===== src/rtl/digi_pkg.sv =====
// digi_pkg: shared constants and types for the four-digit scan driver.
// Register map, digi bus field positions and the digit index type.
package digi_pkg;

    localparam logic [1:0] ADDR_VALUE  = 2'd0;
    localparam logic [1:0] ADDR_CTRL   = 2'd1;
    localparam logic [1:0] ADDR_STATUS = 2'd2;

    localparam int DIGI_AN_MSB  = 11;
    localparam int DIGI_AN_LSB  = 8;
    localparam int DIGI_DP      = 7;
    localparam int DIGI_SEG_MSB = 6;

    localparam int CTRL_EN = 8;

    localparam logic [11:0] DIGI_OFF = 12'hFFF;

    typedef logic [1:0] digit_idx_t;

endpackage


===== src/rtl/seg7_hex_decode.sv =====
// seg7_hex_decode: nibble to active-low gfedcba segment pattern.
// Purely combinational, shared hex glyph table.
module seg7_hex_decode (
    input  logic [3:0] nib_i,
    output logic [6:0] seg_o
);

    // Glyph lookup, bit 0 = segment a
    always_comb begin
        seg_o = 7'h7F;
        unique case (nib_i)
            4'h0: seg_o = 7'h40;
            4'h1: seg_o = 7'h79;
            4'h2: seg_o = 7'h24;
            4'h3: seg_o = 7'h30;
            4'h4: seg_o = 7'h19;
            4'h5: seg_o = 7'h12;
            4'h6: seg_o = 7'h02;
            4'h7: seg_o = 7'h78;
            4'h8: seg_o = 7'h00;
            4'h9: seg_o = 7'h10;
            4'hA: seg_o = 7'h08;
            4'hB: seg_o = 7'h03;
            4'hC: seg_o = 7'h46;
            4'hD: seg_o = 7'h21;
            4'hE: seg_o = 7'h06;
            4'hF: seg_o = 7'h0E;
            default: seg_o = 7'h7F;
        endcase
    end

endmodule


===== src/rtl/digi_scan_driver.sv =====
// digi_scan_driver: memory-mapped four-digit seven-segment scanner.
// Pending VALUE/CTRL are copied to a shadow only at frame boundaries.
module digi_scan_driver #(
    parameter int SCAN_DIV  = 100000,
    parameter int BLANK_CYC = 16
) (
    input  logic        clk,
    input  logic        reset,
    input  logic        mem_we,
    input  logic        mem_re,
    input  logic [1:0]  mem_addr,
    input  logic [31:0] mem_wdata,
    output logic [31:0] mem_rdata,
    output logic [11:0] digi
);

    import digi_pkg::*;

    localparam int CW = $clog2(SCAN_DIV);
    localparam logic [CW-1:0] CNT_LAST  = CW'(SCAN_DIV - 1);
    localparam logic [CW-1:0] BLANK_END = CW'(BLANK_CYC);

    logic [15:0]   value_q, value_d;
    logic [8:0]    ctrl_q, ctrl_d;
    logic [15:0]   sh_value_q, sh_value_d;
    logic [3:0]    sh_blank_q, sh_blank_d;
    logic [3:0]    sh_dp_q, sh_dp_d;
    logic [CW-1:0] cnt_q, cnt_d;
    digit_idx_t    dig_q, dig_d;
    logic          frame_done_q, frame_done_d;
    logic [31:0]   rdata_q, rdata_d;
    logic [11:0]   digi_q, digi_d;

    logic       run;
    logic       slot_end;
    logic       frame_end;
    logic       rd_status;
    logic       lit;
    logic [3:0] nib;
    logic [6:0] seg;

    wire unused_wdata = &{1'b0, mem_wdata[31:16]};

    seg7_hex_decode u_dec (
        .nib_i (nib),
        .seg_o (seg)
    );

    // CPU writes to the pending registers
    always_comb begin
        value_d = value_q;
        ctrl_d  = ctrl_q;
        if (mem_we) begin
            if (mem_addr == ADDR_VALUE) begin
                value_d = mem_wdata[15:0];
            end else if (mem_addr == ADDR_CTRL) begin
                ctrl_d = mem_wdata[8:0];
            end
        end
    end

    // Scan runs only while enable is held across the edge
    always_comb begin
        run       = ctrl_q[CTRL_EN] && ctrl_d[CTRL_EN];
        slot_end  = (cnt_q == CNT_LAST);
        frame_end = run && slot_end && (dig_q == 2'd3);
        rd_status = mem_re && (mem_addr == ADDR_STATUS);
    end

    // Slot counter and digit index
    always_comb begin
        cnt_d = cnt_q;
        dig_d = dig_q;
        if (!run) begin
            cnt_d = '0;
            dig_d = '0;
        end else if (slot_end) begin
            cnt_d = '0;
            dig_d = dig_q + 2'd1;
        end else begin
            cnt_d = cnt_q + 1'b1;
        end
    end

    // Shadow tracks pending while idle, else loads at frame wrap
    always_comb begin
        sh_value_d = sh_value_q;
        sh_blank_d = sh_blank_q;
        sh_dp_d    = sh_dp_q;
        if (!ctrl_q[CTRL_EN] || frame_end) begin
            sh_value_d = value_q;
            sh_blank_d = ctrl_q[3:0];
            sh_dp_d    = ctrl_q[7:4];
        end
    end

    // Sticky frame flag; a new frame wins over a clearing read
    always_comb begin
        frame_done_d = frame_done_q;
        if (frame_end) begin
            frame_done_d = 1'b1;
        end else if (rd_status) begin
            frame_done_d = 1'b0;
        end
    end

    // Read mux samples pre-write contents
    always_comb begin
        rdata_d = rdata_q;
        if (mem_re) begin
            rdata_d = '0;
            if (mem_addr == ADDR_VALUE) begin
                rdata_d = {16'h0, value_q};
            end else if (mem_addr == ADDR_CTRL) begin
                rdata_d = {23'h0, ctrl_q};
            end else if (mem_addr == ADDR_STATUS) begin
                rdata_d = {29'h0, frame_done_q, dig_q};
            end
        end
    end

    // Current digit nibble select
    always_comb begin
        nib = sh_value_q[3:0];
        unique case (dig_q)
            2'd0: nib = sh_value_q[3:0];
            2'd1: nib = sh_value_q[7:4];
            2'd2: nib = sh_value_q[11:8];
            2'd3: nib = sh_value_q[15:12];
            default: nib = sh_value_q[3:0];
        endcase
    end

    // Display word for the current slot position
    always_comb begin
        lit    = run && (cnt_q >= BLANK_END) && !sh_blank_q[dig_q];
        digi_d = DIGI_OFF;
        if (lit) begin
            digi_d[DIGI_AN_MSB:DIGI_AN_LSB] = ~(4'b0001 << dig_q);
            digi_d[DIGI_DP]                 = ~sh_dp_q[dig_q];
            digi_d[DIGI_SEG_MSB:0]          = seg;
        end
    end

    // State registers
    always_ff @(posedge clk) begin
        if (reset) begin
            value_q      <= '0;
            ctrl_q       <= '0;
            sh_value_q   <= '0;
            sh_blank_q   <= '0;
            sh_dp_q      <= '0;
            cnt_q        <= '0;
            dig_q        <= '0;
            frame_done_q <= 1'b0;
            rdata_q      <= '0;
            digi_q       <= DIGI_OFF;
        end else begin
            value_q      <= value_d;
            ctrl_q       <= ctrl_d;
            sh_value_q   <= sh_value_d;
            sh_blank_q   <= sh_blank_d;
            sh_dp_q      <= sh_dp_d;
            cnt_q        <= cnt_d;
            dig_q        <= dig_d;
            frame_done_q <= frame_done_d;
            rdata_q      <= rdata_d;
            digi_q       <= digi_d;
        end
    end

    assign mem_rdata = rdata_q;
    assign digi      = digi_q;

endmodule

===== config.mk =====
export PLATFORM = sky130hd
export DESIGN_NAME = digi_scan_driver
export DESIGN_NICKNAME = d
export VERILOG_FILES = /design/src/rtl/digi_pkg.sv /design/src/rtl/seg7_hex_decode.sv /design/src/rtl/digi_scan_driver.sv
export SDC_FILE = /design/constraint.sdc
export NUM_CORES = 1
export LEC_CHECK = 0
export CORE_MARGIN = 2
export CORE_UTILIZATION = 48
export CTS_CLUSTER_DIAMETER = 100
export CTS_CLUSTER_SIZE = 14
export DETAILED_ROUTE_END_ITERATION = 6
export MAX_ROUTING_LAYER = met4
export PLACE_DENSITY_LB_ADDON = 0.08
export SYNTH_ARGS = -nofsm -noshare
export SYNTH_HDL_FRONTEND = slang
export SYNTH_SLANG_ARGS = --single-unit

===== constraint.sdc =====
create_clock -name clk -period 2.35 [get_ports clk]
set_input_delay 0.3525 -clock clk [delete_from_list [all_inputs] [get_ports clk]]
set_output_delay 0.3525 -clock clk [all_outputs]
set_load 0.01 [all_outputs]

==> results.toml, run 1 <==
[cts]
cts_tree = "built"
htree_levels = 3
numCtsBuffers = 9
clock_latency_ps = 370
clkSlewWorstSetupHoldPaths_ps = 100
ctsHoldBuffers = 0
cts.sinks = 97
cts_root_buffer = "clkbuf_8"
post_cts_buffers = 0
clockBufferDepth = 2

[worst_setup_path]
required_ps = 2600
critical_path.top_delay_family = "compound AO/OA/AOI/OAI gates"
cp_max_fo = 4
critPathKind = "register to register"
reg2reg_from = "dig_q[0]"
cp.depth = 8
reg2reg_slack_ps = 200
max_stage_delay_ps = 400
critPathArrivalTime_ps = 2400
crit_path_end = "digi[3]"
cp_slowest_cell = "a222oi_1"
start_kind = "register"
cp_num_buf_inv = 0
cp_cell_sequence = "ha_1, a222oi_1, a21oi_2, ha_2, a211o_1, o221a_2, a21oi_1, o21ai_0"
rr_endpoint = "digi[3]"
cp-startpoint = "dig_q[0]"
cp-end-kind = "register"
reg2reg_depth = 8

[final_layout]
area_growth_syn_to_layout_pct = 19.2
num_antenna_cells = 0
finish.instance_area_sq_um = 5460
nets = 618
fillCellCount = 850
stdcell_count = 703
drive_above_1_share_pct = 11.0
final_util_pct = 59.1
seq_area_sq_um = 1950
multi_input_area_sq_um = 2400

[die]
num_io_pins = 82
die-area_sq_um = 10300
die_h_um = 102
die_w_um = 102
core_sq_um = 9240
rows = 35
initial_utilization_pct = 49.5

[timing]
finClkSkew_ps = 13.1
rsz0062_at_grt = "false"
post-route-min-period_ps = 2150
setup_viol = 0
finalHoldViolations = 0
setup_tns_ps = 0
finalMaxSlewViolations = 0
fin_crit_sh_pct = 91.6
fmax_mhz = 464
tightest_slew_ps = 723
maxSlewHeadroom_pct = 51.8

[synth]
ys_types = 51
synth.avg_cell_area_sq_um = 8.91
ys_dominant_reg_cell = "dfxtp_1"
synth_top_area_cell = "dfxtp_1"
ys_seq_area_share_pct = 42.4
synth_cells = 514
synth_seq_cells = 97
ys_async_sr_fraction_pct = 0
synth.area.top_cells = "dfxtp_1 (42%), nand2b_1 (7.7%), mux2i_1 (6.8%)"
synth_common_cells = "dfxtp_1 (97), nand2_1 (64), nand2b_1 (56)"
syn_area_sq_um = 4580
ys_warn_count = 0
synth_top_area_share_pct = 42.4
yosysMostFrequentCell = "dfxtp_1"
synth_edf_count = 0

[pwr]
total_power_w = 0.00315
p_leak_nw = 1.87
pwr_density_cell_nw_per_um2 = 578
peakVddDrop_mv = 0.363

[placement]
dp.cells = 687
port_buffers = 49
hpwl_um = 6870
place.gp.congestion = 0.836
dpl_cell_area_sq_um = 5200

[routing]
routedWlPerCell_um = 13.8
wl_met3_um = 432
dr_wl_met2_um = 4540
via_per_inst = 5.10
first_iter_violations = 163
final_antenna_net_count = 0
top_layer_used = "met4"
met1Wirelength_um = 4570
drt-pass1-iter-count = 4
wl_um = 9710
via_count = 3586
drc = 0

[grt]
grt_overflow = 0
track_usage_pct = 20.6
grt_antenna_before_repair = 0
grt_pass1_wl_um = 16400
grt_max_degree = 91
grt_pass1_vias = 3374

[job]
cap_violations = 0

[outcome]
outcome = "finished, final reports clean"

[hold_path]
hold_class = "primary input to register"
## tightest hold or removal path, stage by stage
cell and delay, ps:
buf_2 100, nor2b_1 50, o21ai_2 110, a21oi_1 50
## metal layers
metal	vias to the layer above	track usage (%)
met5	-	-
met4	0	7.28
met3	18	2.83
met2	93	31.4
met1	1639	28.0
li1	1836	-
## report_power, final
part / switching (W) / internal, W / total (W)
Combinational: 0.000112 / 0.000100 / 0.000212
Sequential: 0.0000196 / 0.00167 / 0.00169
Clock: 0.000631 / 0.000624 / 0.00125
## layout make-up
type,count,share of cell area [%]
timing repair buffer,73,12.4
clock buffer,9,2.27
clock inverter,7,1.99
tap,129,2.96
sequential,97,35.7
inverter,10,0.688
multi-input combinational,378,44.0
## logic make-up (layout without fill, tap and decap cells)
logic type | count (synthesis) | after routing | share of synthesized area (%)
AOI/OAI and AO/OA | 88 | 88 | 11.8
buffers and inverters | 54 | 99 | 6.89
adders and majority gates | 11 | 11 | 3.01
and+or+nand+nor | 212 | 212 | 24.3
DFF | 97 | 97 | 42.4
muxes | 39 | 39 | 9.24
xor gates and xnor gates | 12 | 12 | 2.30
other | 1 | 16 | 0.0819
## stage by stage
stage               worst slack [ps]  hold WS, ps
floorplan                       83.0          432
global placement                 130          445
detailed placement               113          449
CTS                             83.1          349
global route                    7.58          360
finish                           197          345
## flip-flops by register name, indices dropped and copies added (netlist names)
signal,cells
sh_blank_q,4
dig_q,2
cnt_q,17
value_q,16
frame_done_q,1
ctrl_q,9
sh_value_q,16
mem_rdata,16
sh_dp_q,4
digi,12
## worst min-delay path by stage
stage            startpoint           end  slack (ps)  depth (start not counted)
2_1_floorplan  frame_done_q  frame_done_q         430                          2
3_3_place_gp   frame_done_q  frame_done_q         440                          2
3_5_place_dp   frame_done_q  frame_done_q         450                          2
4_1_cts               reset      dig_q[0]         350                          4
5_1_grt               reset      dig_q[1]         360                          4
6_report              reset      dig_q[0]         350                          4
## placed cells by master (no fill, tap or decap), types with 3 or more instances in the layout
cell type / netlist / layout
a211oi_1: 6 / 6
clkdlybuf4s50_1: 0 / 48
or3_1: 5 / 5
o21ai_0: 7 / 7
xnor2_1: 3 / 3
clkbuf_8: 0 / 9
ha_1: 11 / 8
nand3_1: 20 / 20
xor2_1: 9 / 9
mux2i_1: 31 / 31
mux2_2: 6 / 6
conb_1: 1 / 16
a21oi_1: 52 / 50
nor2_1: 28 / 28
inv_1: 10 / 9
nand2b_1: 56 / 56
nand2_1: 64 / 64
dfxtp_1: 97 / 95
a222oi_1: 4 / 4
and3_1: 4 / 4
nand4_1: 5 / 5
nor2b_1: 13 / 13
buf_4: 17 / 23
o221ai_1: 3 / 3
a211o_1: 3 / 3
and4_1: 4 / 4
## timing repair
item	in CTS	in global routing
endpoints found under the setup margin	0	4
hold endpoints to repair	0	0
gates resized for setup	0	9
Power figures use the tool's default switching activity.
==> inputs of run 2 (changes only) <==
--- a/config.mk
+++ b/config.mk
@@ -12,6 +12,7 @@
 export DETAILED_ROUTE_END_ITERATION = 6
 export MAX_ROUTING_LAYER = met4
 export PLACE_DENSITY_LB_ADDON = 0.08
+export SETUP_SLACK_MARGIN = 0.4
 export SYNTH_ARGS = -nofsm -noshare
 export SYNTH_HDL_FRONTEND = slang
 export SYNTH_SLANG_ARGS = --single-unit
==> run 2 against run 1 <==
Compared with the run above: global-route usage barely moved; fmax is 1.5% lower; critical path depth grew 2; clock skew hardly changed; sequential share of layout area decreased by 0.30 points; clock power shrank 8%; die area unchanged; worst setup slack got worse by 32 ps; first-iteration DRC count fell by 29%; count of clock-buffer cells in the layout stayed put; largest cell class unchanged.
==> results.toml, run 2 (synthesized netlist as in run 1, its figures left out) <==
[final_layout]
largest_reg_flops = 17
nets = 618
final_cell_mix = "dfxtp_1 (93), nand2_1 (64), nand2b_1 (56)"
area_growth_syn_to_layout_pct = 20.7
stdcell_count = 703
drive_above_1_share_pct = 13.8
finish.instance_area_sq_um = 5530
layout_commonest_cell = "dfxtp_1"
final_util_pct = 59.8
num_antenna_cells = 0
top_register = "cnt_q"

[hold_path]
holdPathStages = 4
hold_class = "primary input to register"
worstHoldEndpoint = "dig_q[0]"
worstHoldStart = "reset"

[cts]
cts_root_buffer = "clkbuf_8"
clkSlewWorstSetupHoldPaths_ps = 100
htree_levels = 3
numCtsBuffers = 9
ctsHoldBuffers = 0
clock_latency_ps = 370
cts_tree = "built"
clockBufferDepth = 2
cts.sinks = 97

[routing]
final_antenna_net_count = 0
drc = 0
routedWlPerCell_um = 14.0
via_per_inst = 5.10
via_count = 3582
first_iter_violations = 116
wl_um = 9870
drt-pass1-iter-count = 6

[die]
core_sq_um = 9240
die_w_um = 102
initial_utilization_pct = 49.5
num_io_pins = 82
rows = 35
die_h_um = 102
die-area_sq_um = 10300

[pwr]
total_power_w = 0.00305
pwr_density_cell_nw_per_um2 = 552
p_leak_nw = 1.87
peakVddDrop_mv = 0.344

[worst_setup_path]
required_ps = 2650
cp-end-kind = "register"
reg2reg_depth = 10
start_kind = "register"
reg2reg_slack_ps = 160
reg2reg_from = "dig_q[1]"
critPathArrivalTime_ps = 2490
critPathKind = "register to register"
rr_endpoint = "digi[3]"
cp_max_fo = 6

[timing]
rsz0062_at_grt = "true"
maxSlewHeadroom_pct = 52.1
finClkSkew_ps = 12.7
tightest_slew_ps = 718
post-route-min-period_ps = 2190
fin_crit_sh_pct = 93.0
setup_viol = 0
setup_tns_ps = 0
finalMaxSlewViolations = 0
finalHoldViolations = 0
fmax_mhz = 458

[grt]
track_usage_pct = 20.6
grt_pass1_wl_um = 16400
grt_pass1_vias = 3447
grt_max_degree = 91
grt_overflow = 0
grt_antenna_before_repair = 0

[outcome]
outcome = "finished, final reports clean"

[placement]
hpwl_um = 6840
place.gp.congestion = 0.822
dp.cells = 677
port_buffers = 49
dpl_cell_area_sq_um = 5170

[job]
cap_violations = 0
## run 2: worst max-delay path, stage by stage (launching register included)
cell,delay (ps)
dfxtp_4,390
inv_4,50
ha_4,170
a222oi_1,570
a21oi_4,160
inv_2,130
ha_4,220
nand3_2,70
o221a_4,160
a21oi_2,40
o21ai_1,140
## run 2: timing repair
action	in CTS	in global routing
endpoints found under the hold margin	0	0
setup endpoints to repair	16	23
setup buffers	3	7
pin swaps	1	11
resized for setup	3	15
## run 2: routing by layer
layer | part of all wire, % | routed length (um) | up-vias | track usage (%)
met5 | 0 | 0 | - | -
met4 | 1.7 | 163 | 0 | 8.52
met3 | 3.0 | 292 | 14 | 2.90
met2 | 48 | 4710 | 70 | 31.1
met1 | 48 | 4700 | 1665 | 27.6
li1 | - | - | 1833 | -
## run 2: stage by stage
stage	hold WS (ps)	worst slack, ps
3_5_place_dp	456	134
6_report	329	164
2_1_floorplan	432	317
4_1_cts	321	177
5_1_grt	341	78.7
3_3_place_gp	442	156
## run 2: how the worst max path moves through the flow
| stage | endpoint | from | depth (start not counted) | slack (ps) |
|---|---|---|---|---|
| 2_1_floorplan | digi[3] | dig_q[1] | 9 | 320 |
| 3_3_place_gp | digi[3] | dig_q[0] | 10 | 160 |
| 3_5_place_dp | digi[3] | dig_q[0] | 10 | 130 |
| 4_1_cts | digi[3] | dig_q[1] | 10 | 180 |
| 5_1_grt | digi[3] | dig_q[1] | 10 | 80 |
| 6_report | digi[3] | dig_q[1] | 10 | 160 |
## run 2: cell type report
class                      count  area, sq um
fill                         830         3710
clock buffer                   9          124
timing repair buffer          73          666
sequential                    97         1950
tap                          129          161
inverter                      10         42.5
multi-input combinational    378         2490
clock inverter                 7         83.8
## run 2: power by group
part | switching, W | leakage, nW | total, W | internal [W]
Combinational | 0.000114 | 0.977 | 0.000217 | 0.000103
Clock | 0.000633 | 0.108 | 0.00115 | 0.000515
Sequential | 0.0000191 | 0.788 | 0.00169 | 0.00167
==> inputs of run 3 (changes only) <==
--- a/config.mk
+++ b/config.mk
@@ -5,7 +5,6 @@
 export SDC_FILE = /design/constraint.sdc
 export NUM_CORES = 1
 export LEC_CHECK = 0
-export CORE_MARGIN = 2
 export CORE_UTILIZATION = 48
 export CTS_CLUSTER_DIAMETER = 100
 export CTS_CLUSTER_SIZE = 14
==> run 3 against run 2 <==
Compared with the run above: non-clock buffer count is 9 higher; combinational power hardly changed; clock skew grew 0.79 ps; critical endpoint is now digi[0].
==> results.toml, run 3 (synthesized netlist as in run 1, its figures left out) <==
[die]
die_h_um = 99.7
initial_utilization_pct = 49.5
die_w_um = 99.7
rows = 35
core_sq_um = 9240
die-area_sq_um = 9930
num_io_pins = 82

[worst_setup_path]
critPathArrivalTime_ps = 2450
cp-end-kind = "register"
critPathKind = "register to register"
required_ps = 2600
start_kind = "register"
reg2reg_depth = 11
cp_max_fo = 4
reg2reg_from = "dig_q[1]"
rr_endpoint = "digi[0]"
reg2reg_slack_ps = 150

[timing]
maxSlewHeadroom_pct = 50.9
layout_setup_ws_ps = 153
tightest_slew_ps = 737
rsz0062_at_grt = "true"
fin_crit_sh_pct = 93.5
finalHoldViolations = 0
finalMaxSlewViolations = 0
finClkSkew_ps = 13.5
setup_viol = 0
fmax_mhz = 455
post-route-min-period_ps = 2200
setup_tns_ps = 0
fin_hold_ws_ps = 320

[grt]
grt_max_degree = 91
track_usage_pct = 21.9
grt_pass1_wl_um = 16700
grt_overflow = 0
grt_antenna_before_repair = 0
grt_pass1_vias = 3457

[final_layout]
drive_above_1_share_pct = 14.8
layout_commonest_cell = "dfxtp_1"
num_antenna_cells = 0
final_util_pct = 60.5
largest_reg_flops = 17
nets = 627
area_growth_syn_to_layout_pct = 22.1
top_register = "cnt_q"
final_cell_mix = "dfxtp_1 (93), nand2_1 (64), nand2b_1 (56)"

[routing]
via_count = 3648
drt-pass1-iter-count = 4
final_antenna_net_count = 0
drc = 0
wl_um = 10200
routedWlPerCell_um = 14.3
via_per_inst = 5.12
first_iter_violations = 142

[cts]
ctsHoldBuffers = 0
clockBufferDepth = 2
clkSlewWorstSetupHoldPaths_ps = 100
numCtsBuffers = 9
cts_tree = "built"
htree_levels = 3
cts_root_buffer = "clkbuf_8"
cts.sinks = 97
clock_latency_ps = 380

[outcome]
outcome = "finished, final reports clean"

[hold_path]
holdPathStages = 4
worstHoldEndpoint = "dig_q[0]"
hold_class = "primary input to register"
worstHoldStart = "reset"

[pwr]
p_leak_nw = 1.90
peakVddDrop_mv = 0.294
pwr_density_cell_nw_per_um2 = 533

[placement]
place.gp.congestion = 0.830
post-place-ws_ps = 113
hpwl_um = 6850
port_buffers = 49

[job]
cap_violations = 0
==> run 3: metal layers <==
layer	part of all wire, %	vias up	wire, um	track usage [%]
li1	-	1854	-	-
met3	3.4	11	346	3.16
met5	0	-	0	-
met2	49	91	4970	35.1
met1	47	1692	4780	27.7
met4	1.1	0	116	9.05
==> run 3: per-stage QoR <==
stage                     instance area (sq um)  cells  power (W)
after floorplan                            4700    529    0.00187
after global placement                     5160    676    0.00193
after detailed placement                   5160    676    0.00193
after CTS                                  5490    704    0.00301
after global routing                       5590    712    0.00310
final                                      5590    712    0.00298
==> run 3: how the worst max path moves through the flow <==
stage / start / endpoint / slack (ps)
final: dig_q[1] / digi[0] / 150
after detailed placement: dig_q[1] / digi[3] / 110
after global placement: dig_q[1] / digi[3] / 150
after CTS: dig_q[1] / digi[3] / 200
after floorplan: dig_q[1] / digi[3] / 320
after global routing: dig_q[1] / digi[0] / 50
==> run 3: cell type report <==
cell class / instances / area [sq um]
clock buffers: 9 / 124
multi-input cells: 378 / 2500
flip-flops and latches: 97 / 1950
clock inverters: 7 / 68.8
fillers: 844 / 3650
inverters: 10 / 43.8
repair buffers: 82 / 741
well taps: 129 / 161
==> run 3: power breakdown <==
group	leakage [nW]	switching [W]	total [W]	internal [W]
Sequential	0.787	0.0000197	0.00169	0.00167
Combinational	1.01	0.000114	0.000216	0.000103
Clock	0.100	0.000658	0.00108	0.000419
Total	1.90	0.000791	0.00298	0.00219
==> run 3: critical path: stages, from the launching register on <==
cell and delay (ps):
dfxtp_4 390, inv_4 50, buf_4 130, ha_4 160
buf_4 130, nor2b_1 130, a21oi_2 230, inv_1 140
ha_4 190, a211o_1 240, o22ai_1 170, a22oi_1 110
==> run 3: what timing repair did <==
action | 4_1_cts | 5_1_grt
endpoints found under the setup margin | 12 | 24
resized for setup | 8 | 9
pin swaps | 9 | 5
buffers inserted | 12 | 8
